===== src/rtl/pc_sequencer.sv =====
// Fetch/resolve sequencer that issues one nextPCop/nextPC command per instruction to the PC unit.
// Define PC_SEQ_IRQ_EN to build the interrupt overlay (mepc, handler flag, intVec, irq_ack).
module pc_sequencer #(
    parameter logic [31:0] IRQ_VECTOR = 32'h0000_0100
) (
    input  logic        clk,
    input  logic        rst_n,
    input  logic [31:0] PC,
    output logic        fetch_req,
    input  logic        fetch_ack,
    input  logic        branch_taken,
    input  logic        jump_req,
    input  logic        mret_req,
    input  logic [31:0] target,
    input  logic        irq,
    output logic [31:0] nextPC,
    output logic [1:0]  nextPCop,
    output logic        intVec,
    output logic        irq_ack,
    output logic        misalign,
    output logic [31:0] mepc
);

    typedef enum logic [1:0] {
        ST_RESET  = 2'd0,
        ST_FETCH  = 2'd1,
        ST_EXEC   = 2'd2,
        ST_UPDATE = 2'd3
    } state_e;

    typedef enum logic [1:0] {
        OP_NOP    = 2'b00,
        OP_INC    = 2'b01,
        OP_ASSIGN = 2'b10,
        OP_RESET  = 2'b11
    } pc_op_e;

    state_e      state_q, state_d;
    pc_op_e      cmd_op_q, cmd_op_d;
    logic [31:0] cmd_pc_q, cmd_pc_d;
    logic        mis_q, mis_d;
    logic        mret_taken;

`ifdef PC_SEQ_IRQ_EN
    logic [31:0] mepc_q, mepc_d;
    logic        hflag_q, hflag_d;
    logic        int_q, int_d;
    logic        unused_bits;

    assign mret_taken  = mret_req;
    assign unused_bits = target[0];
`else
    logic        unused_bits;

    // Interrupt support is compiled out: irq and mret are deliberately not consumed.
    assign mret_taken  = 1'b0;
    assign unused_bits = ^{irq, mret_req, target[0], IRQ_VECTOR};
`endif

    // NOTE: every variable gets a default at the top so no path leaves it unassigned (no latch).
    always_comb begin
        state_d  = state_q;
        cmd_op_d = cmd_op_q;
        cmd_pc_d = cmd_pc_q;
        mis_d    = mis_q;
`ifdef PC_SEQ_IRQ_EN
        mepc_d   = mepc_q;
        hflag_d  = hflag_q;
        int_d    = int_q;
`endif
        case (state_q)
            ST_RESET: state_d = ST_FETCH;
            ST_FETCH: begin
                if (fetch_ack) begin
                    state_d = ST_EXEC;
                end
            end
            ST_EXEC: begin
                state_d = ST_UPDATE;
                mis_d   = 1'b0;
                if (mret_taken) begin
                    cmd_op_d = OP_ASSIGN;
`ifdef PC_SEQ_IRQ_EN
                    cmd_pc_d = mepc_q;
`else
                    cmd_pc_d = '0;
`endif
                end else if (jump_req || branch_taken) begin
                    cmd_op_d = OP_ASSIGN;
                    cmd_pc_d = {target[31:2], 2'b00};
                    mis_d    = target[1];
                end else begin
                    cmd_op_d = OP_INC;
                    cmd_pc_d = PC + 32'd4;
                end
`ifdef PC_SEQ_IRQ_EN
                int_d = 1'b0;
                if (mret_req) begin
                    hflag_d = 1'b0;
                end
                // An mret that clears the flag lets a pending irq re-enter at once.
                if (irq && !hflag_d) begin
                    mepc_d   = cmd_pc_d;
                    cmd_op_d = OP_ASSIGN;
                    cmd_pc_d = IRQ_VECTOR;
                    int_d    = 1'b1;
                    hflag_d  = 1'b1;
                end
`endif
            end
            ST_UPDATE: state_d = ST_FETCH;
            default:   state_d = ST_RESET;
        endcase
    end

    always_comb begin
        fetch_req = 1'b0;
        nextPCop  = OP_NOP;
        nextPC    = '0;
        intVec    = 1'b0;
        irq_ack   = 1'b0;
        misalign  = 1'b0;
        case (state_q)
            ST_RESET: nextPCop = OP_RESET;
            ST_FETCH: fetch_req = 1'b1;
            ST_UPDATE: begin
                nextPCop = cmd_op_q;
                nextPC   = cmd_pc_q;
                misalign = mis_q;
`ifdef PC_SEQ_IRQ_EN
                intVec   = int_q;
                irq_ack  = int_q;
`endif
            end
            default: ;
        endcase
    end

`ifdef PC_SEQ_IRQ_EN
    assign mepc = mepc_q;
`else
    assign mepc = '0;
`endif

    // NOTE: sequential state uses non-blocking assignments so all flops update together.
    always_ff @(posedge clk or negedge rst_n) begin
        if (!rst_n) begin
            state_q  <= ST_RESET;
            cmd_op_q <= OP_NOP;
            cmd_pc_q <= '0;
            mis_q    <= 1'b0;
`ifdef PC_SEQ_IRQ_EN
            mepc_q   <= '0;
            hflag_q  <= 1'b0;
            int_q    <= 1'b0;
`endif
        end else begin
            state_q  <= state_d;
            cmd_op_q <= cmd_op_d;
            cmd_pc_q <= cmd_pc_d;
            mis_q    <= mis_d;
`ifdef PC_SEQ_IRQ_EN
            mepc_q   <= mepc_d;
            hflag_q  <= hflag_d;
            int_q    <= int_d;
`endif
        end
    end

endmodule


===== config.mk =====
export PLATFORM = sky130hd
export DESIGN_NAME = pc_sequencer
export DESIGN_NICKNAME = d
export VERILOG_FILES = /design/src/rtl/pc_sequencer.sv
export SDC_FILE = /design/constraint.sdc
export NUM_CORES = 1
export LEC_CHECK = 0
export CAP_MARGIN = 20
export CORE_MARGIN = 3
export CORE_UTILIZATION = 44
export CTS_CLUSTER_DIAMETER = 60
export DETAILED_ROUTE_END_ITERATION = 8
export PLACE_DENSITY = 0.93
export SYNTH_ARGS = -nofsm -noshare
export SYNTH_HDL_FRONTEND = slang
export SYNTH_SLANG_ARGS = --single-unit

===== constraint.sdc =====
create_clock -name clk -period 4.21 [get_ports clk]
set_input_delay 1.0525 -clock clk [delete_from_list [all_inputs] [get_ports clk]]
set_output_delay 1.0525 -clock clk [all_outputs]
set_load 0.02 [all_outputs]

==> run summary, run 1 <==
die area = 7280 µm²
total wire length = 7240 µm
status = complete, no violations
Async SR Flop Fraction = 100%
clock tree buffer depth = 2
r2r setup slk = 1.81 ns
DPL Wire Length = 5460 µm
CTS root buf = clkbuf_8
first-pass GRT wire length = 11600 µm
CTS H-tree lvls = 2
pre-CTS setup slack = 0.960 ns
Fin. Hold Viols = 0
Hold Path Class = flip-flop to flip-flop
Post-Syn Instances = 339
layout cell share with drive strength beyond 1 = 5.30%
CTS buffer count = 5
Pleak = 1.59 nW
initial antenna violation count = 0
Setup TNS = 0 ns
Remaining DRCs = 0
Final Slew Violations = 0
internal power = 1.22 mW
clk_lat worst skew = 0.28 ns
diode count = 0
M1 WL = 2900 µm
CTS Hold Bufs = 0
Critical R2R Launch = state_q[0]$_DFFE_PN0P_
die height = 85.3 µm
Worst-path clk slew = 0.07 ns
area grow syn2layout = 37.7%
endpoints failing setup = 0
Netlist Area Pre-Place = 2770 µm²
Setup CP Type = flip-flop to primary output
post-synthesis sequential area ratio = 33.4%
Final Critical Period = 3.41 ns
vias in the first global route = 2545
FF+latch count, synth = 37
post-route ant nets = 0
max frequency = 293 MHz
Max Cap Viol = 0
Synth Flop Type = dfrtp_1
Global Route Usage Sum = 19.6%
Net Switching = 0.815 mW
# nets final = 510
Comb power frac = 56.6%
crit path launch = state_q[0]$_DFFE_PN0P_
sequential cell fraction of total power = 30.2%
Worst VDD drop = 0.000434 V
Arr. time, crit path = 2.36 ns
Die Wd = 85.3 µm
Synth area leader = dfrtp_1
Initial DRC Count = 123
CTS sink cnt = 37
Core Region = 5990 µm²
EDFF count, synth = 0
Via-to-Cell Ratio = 5.12
critical path required time = 3.16 ns
CP Capture Point = nextPC[31]
IO buf count = 103
period utilization = 81.0%
Startpoint Class = flip-flop
clock network power share = 13.2%
TritonCTS clock tree = done
Slew @ Worst Pin = 0.828 ns
Placement Rows = 28
Vias = 2605
Worst setup EP type = primary output
pin count of the biggest net entering global routing = 67
IO Count = 141
met3 wire len = 564 µm
initial core utilization = 46.2%
Post-CTS Setup Bufs = 0
total grt overflow = 0
CTS resizes = 0
R2R depth = 5
synth top area cells = dfrtp_1 (33%), buf_4 (9.2%), and2_1 (7.7%)
GP Congestion = 0.771
WL per Instance = 14.2 µm
Synth top area share = 33.4%
RR Endpoint = cmd_pc_q[16]$_DFFE_PN0N_
count of cell types in the netlist = 35
switching part of the total = 40.1%
syn_area_per_cell = 8.17 µm²
top layer in use = met4
RSZ-0062 raised after global routing = false
pwr dens = 533 nW/µm²
Slew headroom = 44.7%
DR pass1 iterations = 7
Final WS setup = 0.799 ns
Synthesis Warnings = 0
wire length on met2 = 3680 µm
Post-Route Skew = 0.00539 ns
Max FO, Critical Path = 19
-- metrics by stage --
step | total power [mW] | util [%] | hold WS (ns) | cell area (µm²) | cells
2_1_floorplan | 1.31 | - | 0.464 | 2890 | 372
3_3_place_gp | 1.73 | 61.9 | 0.478 | 3710 | 501
3_5_place_dp | 1.78 | 61.9 | 0.490 | 3710 | 501
4_1_cts | 2.05 | 63.6 | 0.506 | 3810 | 509
5_1_grt | 2.19 | 63.6 | 0.535 | 3810 | 509
6_report | 2.03 | 63.6 | 0.502 | 3810 | 509
-- layer usage --
layer	vias to the layer above	GRT usage, %
met1	1219	24.4
met5	-	0
li1	1257	-
met2	118	34.7
met4	0	6.19
met3	11	2.82
-- registers in the layout, summed over array words and instances, names as in the netlist --
name,flops
mis_q,1
cmd_pc_q,32
cmd_op_q,2
state_q,2
-- cells by family after synthesis --
logic type,after synthesis,share of synthesized area [%]
flip-flops,37,33.4
adder cells (fa/ha/maj),6,2.71
XOR/XNOR,28,8.86
multiplexers,3,1.22
AND/OR/NAND/NOR,134,26.9
buffers and inverters,75,14.8
AO/OA/AOI/OAI,55,11.9
other,1,0.135
-- synthesized netlist by cell type, drive strengths merged (2+ instances only) --
| cell type | n |
|---|---|
| dfrtp | 37 |
| buf | 36 |
| and2 | 34 |
| o21ai | 32 |
| nand2 | 30 |
| nand3 | 25 |
| inv | 24 |
| nor2 | 16 |
| clkbuf | 15 |
| xor2 | 15 |
| xnor2 | 13 |
| nand4 | 10 |
| o221ai | 10 |
| and3 | 6 |
| ha | 6 |
| a21oi | 5 |
| a31oi | 4 |
| nor3 | 4 |
| mux2 | 3 |
| nor2b | 3 |
| o22ai | 3 |
| nor4 | 2 |
-- critical path, stage by stage (launching register included) --
cell	delay, ns
dfrtp_1	0.44
ha_1	0.55
buf_4	0.31
and2_1	0.17
clkdlybuf4s50_1	0.61
-- how the worst min path moves through the flow --
stage	start	slack [ns]	endpoint	depth (start not counted)
global route	cmd_op_q[1]$_DFFE_PN0N_	0.53	cmd_op_q[1]$_DFFE_PN0N_	1
floorplan	cmd_op_q[1]$_DFFE_PN0N_	0.46	cmd_op_q[1]$_DFFE_PN0N_	1
global placement	cmd_op_q[1]$_DFFE_PN0N_	0.48	cmd_op_q[1]$_DFFE_PN0N_	1
finish	cmd_op_q[1]$_DFFE_PN0N_	0.50	cmd_op_q[1]$_DFFE_PN0N_	1
detailed placement	cmd_op_q[1]$_DFFE_PN0N_	0.49	cmd_op_q[1]$_DFFE_PN0N_	1
CTS	cmd_op_q[1]$_DFFE_PN0N_	0.51	cmd_op_q[1]$_DFFE_PN0N_	1
-- power groups by stage --
stage	logic (mW)	clock network [mW]	registers (mW)
final	1.15	0.269	0.614
after global routing	1.26	0.293	0.632
after CTS	1.16	0.278	0.613
after detailed placement	1.16	0	0.619
after global placement	1.13	0	0.604
after floorplan	0.720	0	0.591
-- cell usage in the layout (no fill, tap or decap), types with 7 or more instances in the layout --
master           instances
inv_1                   24
conb_1                  34
o221ai_1                 9
nand2_1                 30
xor2_1                  15
clkbuf_8                 7
dfrtp_1                 37
and2_1                  34
clkdlybuf4s50_1        102
nor2_1                  16
nand3_1                 24
xnor2_1                 13
nand4_1                  9
o21ai_0                 29
-- final cells by class --
| type | count | area [µm²] |
|---|---|---|
| Inverter | 24 | 90.1 |
| Clock buffer | 7 | 96.3 |
| Sequential cell | 37 | 926 |
| Multi-Input combinational cell | 260 | 1560 |
| Fill cell | 491 | 2180 |
| Tap cell | 75 | 93.8 |
| Clock inverter | 1 | 5.00 |
| Timing Repair Buffer | 105 | 1040 |
(Power assumes the default switching activity.)
==> run 2, diff against run 1 <==
--- a/config.mk
+++ b/config.mk
@@ -7,10 +7,10 @@
 export LEC_CHECK = 0
 export CAP_MARGIN = 20
 export CORE_MARGIN = 3
-export CORE_UTILIZATION = 44
+export CORE_UTILIZATION = 37
 export CTS_CLUSTER_DIAMETER = 60
 export DETAILED_ROUTE_END_ITERATION = 8
-export PLACE_DENSITY = 0.93
+export PLACE_DENSITY = 0.84
 export SYNTH_ARGS = -nofsm -noshare
 export SYNTH_HDL_FRONTEND = slang
 export SYNTH_SLANG_ARGS = --single-unit
==> constraint.sdc (replaced) <==
create_clock -name clk -period 2.9 [get_ports clk]
set_input_delay 0.725 -clock clk [delete_from_list [all_inputs] [get_ports clk]]
set_output_delay 0.725 -clock clk [all_outputs]
set_load 0.02 [all_outputs]
==> run summary, run 2 (synthesis results as in run 1) <==
status = complete, no violations (unchanged)
clock tree buffer depth = 2 (unchanged)
dpl cell area = 3770 µm² (was 3710 µm²)
# nets final = 513 (was 510)
Arr. time, crit path = 1.91 ns (was 2.36 ns)
Final Slew Violations = 0 (unchanged)
most frequent cells in the layout = clkdlybuf4s50_1 (102), dfrtp_1 (37), and2_1 (34), conb_1 (34), nand2_1 (30) (unchanged)
critical path required time = 2.17 ns (was 3.16 ns)
die height = 92.5 µm (was 85.3 µm)
DPL Wire Length = 5880 µm (was 5460 µm)
IO Count = 141 (unchanged)
layer with the highest usage = met2 (unchanged)
post-route ant nets = 0 (unchanged)
switching part of the total = 40.4% (was 40.1%)
die area = 8560 µm² (was 7280 µm²)
Post-Route Skew = 0.00680 ns (was 0.00539 ns)
Largest register FFs = 32 (unchanged)
total wire length = 7600 µm (was 7240 µm)
Via-to-Cell Ratio = 4.82 (was 5.12)
pre-CTS setup slack = 0.0185 ns (was 0.960 ns)
CTS buffer count = 5 (unchanged)
Setup TNS = 0 ns (unchanged)
crit path launch = state_q[0]$_DFFE_PN0P_ (unchanged)
sequential cell fraction of total power = 29.7% (was 30.2%)
Slew @ Worst Pin = 0.867 ns (was 0.828 ns)
diode count = 0 (unchanged)
Startpoint Class = flip-flop (unchanged)
met1 Use GR = 20.4% (was 24.4%)
max incr delay on CP = 0.61 ns (about the same)
HP Start = cmd_pc_q[5]$_DFFE_PN0N_ (was cmd_op_q[1]$_DFFE_PN0N_)
Placement Rows = 30 (was 28)
TritonCTS clock tree = done (unchanged)
Max FO, Critical Path = 17 (was 19)
Setup CP Type = flip-flop to primary output (unchanged)
period utilization = 91.0%
CTS root buf = clkbuf_8 (unchanged)
critical path's slowest cell = clkdlybuf4s50_1 (unchanged)
internal power = 1.77 mW (was 1.22 mW)
Critical path buffers and inverters = 2 (unchanged)
Final Critical Period = 2.64 ns
vias in the first global route = 2610 (was 2545)
total grt overflow = 0 (unchanged)
CTS resizes = 0 (unchanged)
endpoints failing setup = 0 (unchanged)
Fin. Hold Viols = 0 (unchanged)
most common cell after layout, fill and taps aside = clkdlybuf4s50_1 (unchanged)
Core Region = 7020 µm² (was 5990 µm²)
CTS H-tree lvls = 2 (unchanged)
CP top delay family = buffers and inverters (unchanged)
Final WS setup = 0.261 ns (was 0.799 ns)
DR pass1 iterations = 4 (was 7)
RSZ-0062 raised after global routing = false (unchanged)
Die Wd = 92.5 µm (was 85.3 µm)
met3 Use GR = 3.33% (was 2.82%)
WL per Instance = 14.3 µm (was 14.2 µm)
layout cell share with drive strength beyond 1 = 5.50% (was 5.30%)
register with the most flip-flops = cmd_pc_q (unchanged)
Max Cap Viol = 0 (unchanged)
met2 Resource Use GR = 33.4% (was 34.7%)
Critical R2R Launch = state_q[0]$_DFFE_PN0P_ (unchanged)
Comb power frac = 57.7% (was 56.6%)
Final Cell Area = 3860 µm² (was 3810 µm²)
initial core utilization = 39.4% (was 46.2%)
Pleak = 1.60 nW (was 1.59 nW)
Regs by FF count = cmd_pc_q x32, cmd_op_q x2, state_q x2 (unchanged)
Vias = 2562 (was 2605)
IO buf count = 103 (unchanged)
Post-CTS Setup Bufs = 0 (unchanged)
final core utilization = 55.0% (was 63.6%)
Worst VDD drop = 0.000308 V (was 0.000434 V)
clk_lat worst skew = 0.29 ns (was 0.28 ns)
pin count of the biggest net entering global routing = 38 (was 67)
Net Switching = 1.20 mW (was 0.815 mW)
initial antenna violation count = 0 (unchanged)
area grow syn2layout = 39.4% (was 37.7%)
max frequency = 379 MHz
Remaining DRCs = 0 (unchanged)
CTS Hold Bufs = 0 (unchanged)
CTS sink cnt = 37 (unchanged)
Worst setup EP type = primary output (unchanged)
Worst-path clk slew = 0.07 ns (about the same)
Global Route Usage Sum = 17.8% (was 19.6%)
Hold Path Class = flip-flop to flip-flop (unchanged)
pwr dens = 770 nW/µm² (was 533 nW/µm²)
clock network power share = 12.5% (was 13.2%)
GP Congestion = 0.822 (was 0.771)
first-pass GRT wire length = 12300 µm (was 11600 µm)
FILL cells = 658 (was 491)
Initial DRC Count = 116 (was 123)
worst-path cell chain = ha_1 > buf_4 > and2_1 > clkdlybuf4s50_1 (unchanged)
Slew headroom = 42.2% (was 44.7%)
run 2: cell types whose count changed in the layout (fill, tap and decap cells not counted):
cell      delta
buf_12       +1
buf_4        +2
clkbuf_1     +1
clkbuf_8     -1
clkinv_2     -1
run 2: metrics by stage:
| step | std cells | power (mW) | hold slack (ns) |
|---|---|---|---|
| 2_1_floorplan | 372 | 1.90 | 0.429 |
| 3_3_place_gp | 525 | 2.56 | 0.482 |
| 3_5_place_dp | 525 | 2.62 | 0.488 |
| 4_1_cts | 532 | 3.00 | 0.504 |
| 5_1_grt | 532 | 3.19 | 0.532 |
| 6_report | 532 | 2.97 | 0.501 |
run 2: area by class of cell:
class / count / area (µm²) / area share (%)
Inverter: 24 / 90.1 / 2.33
Timing Repair Buffer: 108 / 1080 / 27.9
Multi-Input combinational cell: 260 / 1560 / 40.4
Sequential cell: 37 / 926 / 24.0
Clock buffer: 7 / 86.3 / 2.24
Tap cell: 96 / 120 / 3.11
run 2: final timing paths:
kind	depth (start not counted)	to	slack, ns
min reg2reg	1	cmd_pc_q[5]$_DFFE_PN0N_	0.50
max	4	nextPC[16]	0.26
min	1	cmd_pc_q[5]$_DFFE_PN0N_	0.50
max in group asynchronous	1	cmd_pc_q[6]$_DFFE_PN0N_	1.81
max reg2reg	6	cmd_pc_q[24]$_DFFE_PN0N_	1.13
min in group asynchronous	1	mis_q$_DFFE_PN0N_	0.55
run 2: power groups by stage:
stage	Sequential [mW]	Combinational, mW	Clock, mW
6_report	0.883	1.72	0.372
5_1_grt	0.912	1.88	0.404
4_1_cts	0.884	1.73	0.383
3_5_place_dp	0.895	1.72	0
3_3_place_gp	0.881	1.68	0
2_1_floorplan	0.858	1.05	0
run 2: metal layers:
metal | wire (µm) | share of wire, % | up-vias
met5 | 0 | 0 | -
met4 | 97 | 1.3 | 0
met3 | 454 | 6.0 | 10
met2 | 3890 | 51 | 97
met1 | 3150 | 41 | 1198
li1 | - | - | 1257
